--- config.mk ---
export PLATFORM = sky130hd
export DESIGN_NAME = block_hit_judge_flat
export DESIGN_NICKNAME = d
export VERILOG_FILES = /design/src/rtl/block_hit_judge_if.sv /design/src/rtl/block_hit_judge.sv /design/src/flat_wrapper.sv
export SDC_FILE = /design/constraint.sdc
export NUM_CORES = 1
export LEC_CHECK = 0
export CORE_ASPECT_RATIO = 1.2
export CORE_MARGIN = 8
export CORE_UTILIZATION = 44
export DETAILED_ROUTE_END_ITERATION = 8
export GPL_ROUTABILITY_DRIVEN = 0
export PLACE_DENSITY = 0.8
export REMOVE_ABC_BUFFERS = 1
export SLEW_MARGIN = 0
export SYNTH_ARGS = -nofsm -noshare
export SYNTH_HDL_FRONTEND = slang
export SYNTH_SLANG_ARGS = --single-unit
--- constraint.sdc ---
create_clock -name clk -period 4.1 [get_ports clk]
set_input_delay 0.41 -clock clk [delete_from_list [all_inputs] [get_ports clk]]
set_output_delay 0.41 -clock clk [all_outputs]
set_load 0.05 [all_outputs]
--- src/rtl/block_hit_judge_if.sv ---
// Signal bundle between the block generator / player keys and the hit-judge back end.
// The master drives the field, strobe, start and keys; the slave returns game state and scores.
interface block_hit_judge_if #(
    parameter int SCORE_W = 16
);
    logic [63:0]        Disp_num;
    logic               EN;
    logic               start;
    logic [3:0]         key;
    logic [1:0]         state;
    logic [SCORE_W-1:0] score;
    logic [7:0]         combo;
    logic [7:0]         miss_cnt;
    logic               hit_pulse;
    logic               miss_pulse;

    modport master (
        output Disp_num, EN, start, key,
        input  state, score, combo, miss_cnt, hit_pulse, miss_pulse
    );

    modport slave (
        input  Disp_num, EN, start, key,
        output state, score, combo, miss_cnt, hit_pulse, miss_pulse
    );
endinterface

--- src/rtl/block_hit_judge.sv ---
// Judges synchronized key presses against the bottom row of the falling-block field,
// keeps score/combo/miss counts and runs the IDLE/PLAY/OVER game state.
module block_hit_judge #(
    parameter int MAX_MISS = 8,
    parameter int SCORE_W  = 16
) (
    input logic          clk,
    input logic          rst,
    block_hit_judge_if.slave bus
);
    typedef enum logic [1:0] {
        ST_IDLE = 2'b00,
        ST_PLAY = 2'b01,
        ST_OVER = 2'b10
    } state_e;

    localparam logic [7:0] MAX_MISS_V = 8'(MAX_MISS);

    // EN is a plain one-cycle strobe (no ready): the field in Disp_num is only
    // consumed in the cycle EN is high, and the generator never waits on us.
    state_e             state_q, state_d;
    logic [SCORE_W-1:0] score_q, score_d;
    logic [7:0]         combo_q, combo_d;
    logic [7:0]         miss_cnt_q, miss_cnt_d;
    logic               hit_pulse_q, hit_pulse_d;
    logic               miss_pulse_q, miss_pulse_d;
    logic [3:0]         cur_row_q, cur_row_d;
    logic               judged_q, judged_d;
    logic [3:0]         ksync1_q, ksync1_d;
    logic [3:0]         ksync2_q, ksync2_d;
    logic [3:0]         khist_q, khist_d;
    logic               start_smp_q, start_smp_d;
    logic               start_hist_q, start_hist_d;

    logic [3:0]         kedge;
    logic               start_edge;
    logic [3:0]         row_eff;
    logic               judged_eff;
    logic               expire;
    logic               hit;
    logic               wrong;
    logic               any_miss;
    logic [8:0]         miss_sum;
    logic [7:0]         miss_sat;
    logic [7:0]         combo_base;
    logic               unused_bits;

    assign unused_bits = ^bus.Disp_num[63:4];

    function automatic logic is_onehot(input logic [3:0] r);
        return (r != 4'd0) && ((r & (r - 4'd1)) == 4'd0);
    endfunction

    always_comb begin
        ksync1_d     = bus.key;
        ksync2_d     = ksync1_q;
        khist_d      = ksync2_q;
        start_smp_d  = bus.start;
        start_hist_d = start_smp_q;

        kedge      = ksync2_q & ~khist_q;
        start_edge = start_smp_q & ~start_hist_q;

        // A key edge is judged against the row that is current after a same-cycle load.
        row_eff    = bus.EN ? bus.Disp_num[3:0] : cur_row_q;
        judged_eff = bus.EN ? 1'b0 : judged_q;
        expire     = bus.EN && is_onehot(cur_row_q) && !judged_q;
        hit        = (kedge != 4'd0) && is_onehot(row_eff) && !judged_eff && (kedge == row_eff);
        wrong      = (kedge != 4'd0) && !hit;
        any_miss   = expire || wrong;

        miss_sum   = {1'b0, miss_cnt_q} + {8'd0, expire} + {8'd0, wrong};
        miss_sat   = (miss_sum >= {1'b0, MAX_MISS_V}) ? MAX_MISS_V : miss_sum[7:0];
        combo_base = any_miss ? 8'd0 : combo_q;

        state_d      = state_q;
        score_d      = score_q;
        combo_d      = combo_q;
        miss_cnt_d   = miss_cnt_q;
        hit_pulse_d  = 1'b0;
        miss_pulse_d = 1'b0;
        cur_row_d    = cur_row_q;
        judged_d     = judged_q;

        case (state_q)
            ST_IDLE, ST_OVER: begin
                if (start_edge) begin
                    state_d    = ST_PLAY;
                    score_d    = '0;
                    combo_d    = 8'd0;
                    miss_cnt_d = 8'd0;
                    cur_row_d  = 4'd0;
                    judged_d   = 1'b0;
                end
            end
            ST_PLAY: begin
                if (start_edge) begin
                    score_d    = '0;
                    combo_d    = 8'd0;
                    miss_cnt_d = 8'd0;
                    cur_row_d  = 4'd0;
                    judged_d   = 1'b0;
                end else begin
                    cur_row_d    = row_eff;
                    judged_d     = judged_eff || hit;
                    hit_pulse_d  = hit;
                    miss_pulse_d = any_miss;
                    if (hit) begin
                        score_d = (score_q == '1) ? score_q : score_q + SCORE_W'(1);
                        combo_d = (combo_base == 8'hFF) ? combo_base : combo_base + 8'd1;
                    end else begin
                        combo_d = combo_base;
                    end
                    if (any_miss) begin
                        miss_cnt_d = miss_sat;
                        if (miss_sat == MAX_MISS_V) begin
                            state_d = ST_OVER;
                        end
                    end
                end
            end
            default: state_d = ST_IDLE;
        endcase
    end

    always_ff @(posedge clk or negedge rst) begin
        if (!rst) begin
            state_q      <= ST_IDLE;
            score_q      <= '0;
            combo_q      <= 8'd0;
            miss_cnt_q   <= 8'd0;
            hit_pulse_q  <= 1'b0;
            miss_pulse_q <= 1'b0;
            cur_row_q    <= 4'd0;
            judged_q     <= 1'b0;
            ksync1_q     <= 4'd0;
            ksync2_q     <= 4'd0;
            khist_q      <= 4'd0;
            start_smp_q  <= 1'b0;
            start_hist_q <= 1'b0;
        end else begin
            state_q      <= state_d;
            score_q      <= score_d;
            combo_q      <= combo_d;
            miss_cnt_q   <= miss_cnt_d;
            hit_pulse_q  <= hit_pulse_d;
            miss_pulse_q <= miss_pulse_d;
            cur_row_q    <= cur_row_d;
            judged_q     <= judged_d;
            ksync1_q     <= ksync1_d;
            ksync2_q     <= ksync2_d;
            khist_q      <= khist_d;
            start_smp_q  <= start_smp_d;
            start_hist_q <= start_hist_d;
        end
    end

    assign bus.state      = state_q;
    assign bus.score      = score_q;
    assign bus.combo      = combo_q;
    assign bus.miss_cnt   = miss_cnt_q;
    assign bus.hit_pulse  = hit_pulse_q;
    assign bus.miss_pulse = miss_pulse_q;

endmodule
--- src/flat_wrapper.sv ---
// flat-port wrapper written by rule: the top's interface ports become plain ports
module block_hit_judge_flat 
#(
    parameter int MAX_MISS = 8,
    parameter int SCORE_W  = 16
)
  (clk, rst, bus_Disp_num, bus_EN, bus_start, bus_key, bus_state, bus_score, bus_combo, bus_miss_cnt, bus_hit_pulse, bus_miss_pulse);
  block_hit_judge_if #(.SCORE_W(SCORE_W)) bus_i ();
  input logic clk;
  input logic rst;
  input wire logic [$bits(bus_i.Disp_num)-1:0] bus_Disp_num;
  input wire logic [$bits(bus_i.EN)-1:0] bus_EN;
  input wire logic [$bits(bus_i.start)-1:0] bus_start;
  input wire logic [$bits(bus_i.key)-1:0] bus_key;
  output wire logic [$bits(bus_i.state)-1:0] bus_state;
  output wire logic [$bits(bus_i.score)-1:0] bus_score;
  output wire logic [$bits(bus_i.combo)-1:0] bus_combo;
  output wire logic [$bits(bus_i.miss_cnt)-1:0] bus_miss_cnt;
  output wire logic [$bits(bus_i.hit_pulse)-1:0] bus_hit_pulse;
  output wire logic [$bits(bus_i.miss_pulse)-1:0] bus_miss_pulse;
  assign bus_i.Disp_num = bus_Disp_num;
  assign bus_i.EN = bus_EN;
  assign bus_i.start = bus_start;
  assign bus_i.key = bus_key;
  assign bus_state = bus_i.state;
  assign bus_score = bus_i.score;
  assign bus_combo = bus_i.combo;
  assign bus_miss_cnt = bus_i.miss_cnt;
  assign bus_hit_pulse = bus_i.hit_pulse;
  assign bus_miss_pulse = bus_i.miss_pulse;
  block_hit_judge #(.MAX_MISS(MAX_MISS), .SCORE_W(SCORE_W)) u_core (.clk(clk), .rst(rst), .bus(bus_i));
endmodule
==> results of run 1 <==
==> stage by stage <==
stage                      util  hold slack, ns  std cells
final                     0.554           0.218        432
after global routing      0.554           0.265        432
after CTS                 0.554           0.245        432
after detailed placement  0.539           0.336        424
after global placement    0.539           0.331        424
after floorplan               -           0.114        285
==> flip-flops by register name, indices dropped and copies added (netlist names) <==
signal,cells
u_core.bus.miss_cnt,8
u_core.ksync1_q,4
u_core.bus.hit_pulse,1
u_core.bus.state,2
u_core.bus.score,16
u_core.start_hist_q,1
u_core.khist_d,4
u_core.bus.miss_pulse,1
u_core.judged_q,1
u_core.khist_q,4
u_core.start_hist_d,1
u_core.bus.combo,8
u_core.cur_row_q,4
==> cells by family (layout without fill, tap and decap cells) <==
kind of cell | Yosys count | count (layout) | share of synthesized area
and+or+nand+nor | 133 | 133 | 0.255
AOI/OAI and AO/OA | 80 | 80 | 0.195
DFF | 55 | 55 | 0.477
buffers and inverters | 16 | 67 | 0.0269
muxes | 5 | 5 | 0.0178
adders and majority gates | 4 | 4 | 0.0199
xor gates and xnor gates | 3 | 3 | 0.00910
==> cell type report <==
| class | count | area, um2 | share of cell area |
|---|---|---|---|
| tap | 85 | 106 | 0.0300 |
| sequential | 55 | 1380 | 0.388 |
| inverter | 5 | 18.8 | 0.00529 |
| clock buffer | 5 | 68.8 | 0.0194 |
| clock inverter | 3 | 25.0 | 0.00706 |
| multi-input combinational | 225 | 1430 | 0.404 |
| timing repair buffer | 54 | 518 | 0.146 |
==> layer usage <==
metal	share of wire	global-route usage	routed length (um)
met1	0.43	0.176	2970
met2	0.50	0.257	3470
met3	0.063	0.0429	435
met4	0.012	0.0632	81
met5	0	0	0
==> cell usage in the layout, fill, tap and decap left out, types with 2 or more instances in the layout <==
cell type / netlist / layout
nor2_1: 15 / 15
a32o_1: 4 / 4
a31o_2: 3 / 3
nor4_1: 2 / 2
o2111ai_1: 2 / 2
xnor2_1: 2 / 2
o21ai_1: 2 / 2
ha_1: 3 / 3
a22oi_1: 2 / 2
nor2b_1: 3 / 3
nor4b_1: 3 / 3
clkdlybuf4s50_1: 0 / 46
a21boi_1: 2 / 2
dfrtp_1: 55 / 55
nor3_1: 5 / 5
o22ai_1: 3 / 3
and2_1: 12 / 12
clkbuf_8: 0 / 5
o211ai_1: 2 / 2
nor3b_1: 2 / 2
mux2i_1: 4 / 4
nand4_1: 8 / 8
o31ai_1: 3 / 3
or3_1: 6 / 6
a31oi_1: 6 / 6
clkinv_4: 0 / 2
a22o_1: 4 / 4
and4_1: 3 / 3
buf_4: 2 / 7
o21ai_0: 19 / 19
a21oi_1: 11 / 11
a32oi_1: 3 / 3
and3_1: 11 / 11
inv_1: 5 / 5
nand3_1: 16 / 16
nand2b_1: 6 / 6
nand3_2: 2 / 2
o311ai_1: 1 / 2
nand2_1: 31 / 31
==> critical path, cell delays in order <==
cell and delay (ns):
clkdlybuf4s50_1 0.55, buf_4 0.20, mux2i_1 0.24, o311ai_1 0.12, a21boi_1 0.15, nor4_2 0.28, o21a_1 0.22, and2_1 0.16
ha_1 0.20, and3_1 0.22, nand2_1 0.09, nor2_1 0.29, nor2_1 0.09, and3_1 0.20, a22oi_1 0.13, o31ai_1 0.09
==> path summary, 6_finish.rpt <==
kind                       cells past startpoint                from             endpoint
max                                           16              bus_EN  u_core.bus.combo[3]
min                                            2                 rst  u_core.cur_row_q[3]
max reg2reg                                   14   u_core.khist_q[1]  u_core.bus.combo[3]
min reg2reg                                    0  u_core.ksync1_q[3]    u_core.khist_d[3]
max in group asynchronous                      2                 rst  u_core.bus.combo[5]
min in group clk                               0  u_core.ksync1_q[3]    u_core.khist_d[3]
==> where the power goes <==
group	internal, mW	switching [mW]	leakage (nW)
clock network	0.123	0.187	0.0443
registers	0.591	0.0682	0.722
logic	0.173	0.328	0.719
==> results by group, run 1 <==
Run status
  • Status: completed

Floorplanning
  • # rows: 32
  • Die Ht: 105 um
  • Die width: 89.9 um
  • Io pins: 108
  • DIE AREA: 0.00942 mm2
  • Starting Density: 0.451
  • Core area: 0.00641 mm2

Pwr
  • Peak VDD IR: 0.000300 V
  • Leakage: 1.49 nW
  • PwrDens: 415 mW/mm2
  • Pwr Total: 1.47 mW

Placement
  • Dpl hpwl: 4.85 mm
  • Setup WS pre-CTS: 0.337 ns
  • Port Buf Inserts: 47
  • Placed cell area: 0.00345 mm2

Yosys
  • Top_reg_cell synth: dfrtp_1
  • Synth cell count leaders: 55 x dfrtp_1, 31 x nand2_1, 19 x o21ai_0
  • Seq/Total Area, Yosys: 0.477
  • Ys Warns: 0
  • Synth top area share: 0.477
  • Cell taking the most area after synthesis: dfrtp_1
  • Count of cell types in the netlist: 63
  • Most frequent cell after synthesis: dfrtp_1
  • Mean Syn Cell Area: 9.75 um2
  • EDFF count, synth: 0
  • Post-synth ARST share: 1.00
  • Mapped Area: 0.00289 mm2
  • FF+latch count, synth: 55
  • Area contributors post-synth: dfrtp_1 48%, nand2_1 4.0%, o21ai_0 3.3%
  • Cell count after synthesis: 296

Routing
  • DRC errors left: 0
  • DRT iter0 DRCs: 178
  • Vias per cell: 5.88
  • DRT antenna net count: 0
  • Final wirelength: 6.96 mm
  • Via count: 2,539
  • DRT Pass-1 Iters: 4
  • WL per Instance: 16.1 um

STA
  • Slew margin rel.: 0.480
  • Fmax: 0.291 GHz
  • Final hold violations: 0
  • Final setup fails: 0
  • Final period util: 0.840
  • Slew Viols, Final: 0
  • Setup TNS Final: 0 ns
  • Crit path time final: 3.44 ns
  • Worst clock skew: 0.00510 ns
  • Worst slew pin tran: 0.778 ns
  • Final worst slack: 0.658 ns
  • RSZ-0062 raised after global routing: no

GRT
  • Global route total overflow: 0
  • Initial antenna violation count: 0
  • Pin count of the biggest net entering global routing: 56
  • All-Layer GR Usage: 0.151
  • Vias in the first global route: 2,586
  • First-pass GRT wire length: 12.1 mm

Min path
  • Hold crit path type: in -> async

Cells and area
  • Fin area: 0.00355 mm2
  • # fillers: 585
  • Layout overhead on the synthesized area: 22.8%
  • Nets: 422
  • Diodes inserted: 0
  • Fraction of layout cells with a size suffix above 1: 0.0778

Clock tree
  • H-tree depth: 2
  • CTS tree: done
  • Clock buffer depth: 2
  • Skew-Pair Late Insertion Delay: 0.31 ns
  • CTS Sinks: 55
  • Post-CTS Setup Inserts: 0
  • # resized after CTS: 0
  • CTS Buf Count: 5
  • CTS root buf: clkbuf_8
  • CTS clk-pin slew, worst paths: 0.10 ns
  • Hold-fix buffer count after cts: 0

Critical path
  • Crit path arrival time: 3.64 ns
  • CP Max Fanout: 9
  • WS Path Type: in -> reg
  • CP endpoint kind: register
  • Startpoint types: input port
  • Required time of the critical path: 4.30 ns
  • R2R setup slack: 0.96 ns

Flow run
  • Max-cap violations: 0
(Power assumes the default switching activity.)
==> run 2: changes to the inputs <==
CORE_UTILIZATION = 40   (was 44)
PLACE_DENSITY = 0.76   (was 0.8)
clock period = 3.1 ns   (was 4.1 ns; I/O delays follow)
==> results by group, run 2 (synthesis results as in run 1) <==
Run status
  • Status: completed

Clock tree
  • Skew-Pair Late Insertion Delay: 0.31 ns (about the same)
  • CTS root buf: clkbuf_8
  • H-tree depth: 2 (unchanged)
  • CTS Sinks: 55 (unchanged)
  • CTS clk-pin slew, worst paths: 0.09 ns (about the same)
  • CTS Buf Count: 5 (unchanged)
  • CTS tree: done
  • Clock buffer depth: 2 (unchanged)

STA
  • Hold WS: 0.354 ns (+0.136 ns)
  • Slew Viols, Final: 0 (unchanged)
  • Final period util: 0.940
  • Slew margin rel.: 0.638 (+0.158)
  • Worst clock skew: 0.0119 ns (+0.00684 ns)
  • Crit path time final: 2.92 ns
  • Fmax: 0.343 GHz
  • Final setup fails: 0 (unchanged)
  • Final hold violations: 0 (unchanged)
  • Worst slew pin tran: 0.534 ns (-0.244 ns)

Floorplanning
  • Io pins: 108 (unchanged)
  • Core area: 0.00710 mm2 (+11%)
  • Die Ht: 109 um (+4.1%)
  • Die width: 93.5 um (+4.0%)
  • DIE AREA: 0.0102 mm2 (+8.3%)
  • # rows: 34 (+6.3%)
  • Starting Density: 0.406 (-0.0443)

Cells and area
  • Most frequent cells in the layout: 54 x dfrtp_1, 45 x clkdlybuf4s50_1, 31 x nand2_1
  • Final core utilization: 0.537 (-0.0165)
  • Most common cell after layout, fill and taps aside: dfrtp_1
  • Layout overhead on the synthesized area: 32.2%
  • Max FFs per register: 16 (unchanged)
  • Nets: 445 (+5.5%)
  • Diodes inserted: 0 (unchanged)
  • Fraction of layout cells with a size suffix above 1: 0.176 (+0.0979)

Critical path
  • CP Max Fanout: 5 (-4)
  • Critical path endpoint: u_core.bus.combo[0]
  • Startpoint types: register
  • Crit path cell chain: and2b_2 -> o311ai_2 -> a21boi_2 -> nor4_2 -> buf_4 -> o21a_1 -> and2_1 -> ha_1 -> and3_1 -> nand2_1 -> nor2_2 -> buf_4 -> a21oi_1 -> nor2_1 -> a22o_1
  • Required time of the critical path: 3.30 ns (-1.00 ns)
  • CP endpoint kind: register
  • Crit-path slowest cell: dfrtp_1
  • R2R setup slack: 0.18 ns (-0.78 ns)
  • Worst r2r path cells: 15 (+1)
  • Crit path top cell by count: buf_4
  • Crit path arrival time: 3.11 ns (-0.53 ns)
  • Reg2reg end: u_core.bus.combo[0]
  • WS Path Type: reg -> reg
  • Critical path startpoint: u_core.khist_d[1]
  • Reg2reg start: u_core.khist_d[1]
  • Slowest Stage Delay on Critical Path: 0.38 ns (-0.17 ns)

Pwr
  • Leakage: 1.63 nW (+9.7%)
  • Pwr Total: 2.13 mW (+45%)
  • Peak VDD IR: 0.000314 V (+4.7%)
  • PwrDens: 558 mW/mm2 (+35%)

Routing
  • WL per Instance: 15.7 um (-2.3%)
  • Met1 wire length: 3.10 mm (+4.6%)
  • DRC errors left: 0 (unchanged)
  • Top sig layer: met4
  • Final wirelength: 7.24 mm (+4.0%)
  • Vias per cell: 5.64 (-4.0%)
  • DRT iter0 DRCs: 164 (-7.9%)
  • Via count: 2,596 (+2.2%)
  • DRT Pass-1 Iters: 5 (+1)
  • DRT antenna net count: 0 (unchanged)
  • Met2 wire length: 3.67 mm (+5.6%)
  • WL met3: 387 um (-11%)

GRT
  • All-Layer GR Usage: 0.146 (-0.00575)
  • First-pass GRT wire length: 12.3 mm (+1.4%)
  • Pin count of the biggest net entering global routing: 37 (-34%)
  • Initial antenna violation count: 0 (unchanged)
  • Global route total overflow: 0 (unchanged)
  • Vias in the first global route: 2,555 (-1.2%)

Min path
  • Hold crit path type: reg -> reg
  • Hold path depth: 0

Flow run
  • Max-cap violations: 0 (unchanged)

Placement
  • Port Buf Inserts: 47 (unchanged)
  • Dpl hpwl: 5.31 mm (+9.6%)
-- run 2: worst min path at each step --
stage                             startpoint                   end
final                     u_core.ksync1_q[2]     u_core.khist_d[2]
after global placement                   rst  u_core.bus.score[13]
after detailed placement                 rst   u_core.bus.score[9]
after CTS                 u_core.ksync1_q[3]     u_core.khist_d[3]
after floorplan                          rst   u_core.bus.combo[0]
after global routing      u_core.ksync1_q[0]     u_core.khist_d[0]
-- run 2: final cells by class --
| class | count | area (um2) |
|---|---|---|
| multi-input cells | 225 | 1500 |
| well taps | 90 | 113 |
| inverters | 5 | 18.8 |
| clock inverters | 2 | 35.0 |
| fillers | 650 | 3290 |
| clock buffers | 6 | 82.6 |
| flip-flops and latches | 55 | 1380 |
| repair buffers | 77 | 688 |
-- run 2: routing by layer --
metal | global-route usage | up-vias
met5 | 0 | -
li1 | - | 1258
met3 | 0.0269 | 8
met4 | 0.0477 | 0
met2 | 0.256 | 71
met1 | 0.175 | 1259
-- run 2: critical path, delay by kind of cell (launching register included) --
kind	cells	cell delay (ns)
adders and majority gates	1	0.20
and+or+nand+nor	7	0.89
AOI/OAI and AO/OA	5	1.03
buffers and inverters	2	0.29
DFF	1	0.38
-- run 2: where the power goes --
group	switching, mW	internal (mW)
logic	0.484	0.299
registers	0.0708	0.782
clock network	0.233	0.262
total	0.787	1.34
-- run 2: what timing repair did --
| item | in CTS | in global routing |
|---|---|---|
| endpoints found under the setup margin | 5 | 10 |
| pin swaps | 0 | 3 |
| resized for setup | 1 | 20 |
| setup buffers | 0 | 3 |
| hold buffers | 1 | 0 |
| endpoints found under the hold margin | 19 | 0 |
-- run 2: through the flow --
step           setup TNS [ns]  setup WS, ns  area (um2)  cells
2_1_floorplan           -2.95        -0.420        2830    285
3_3_place_gp            -2.82        -0.266        3600    448
3_5_place_dp            -3.49        -0.388        3600    448
4_1_cts                     0        0.0808        3730    457
5_1_grt               -0.0266       -0.0202        3810    460
6_report                    0         0.185        3810    460
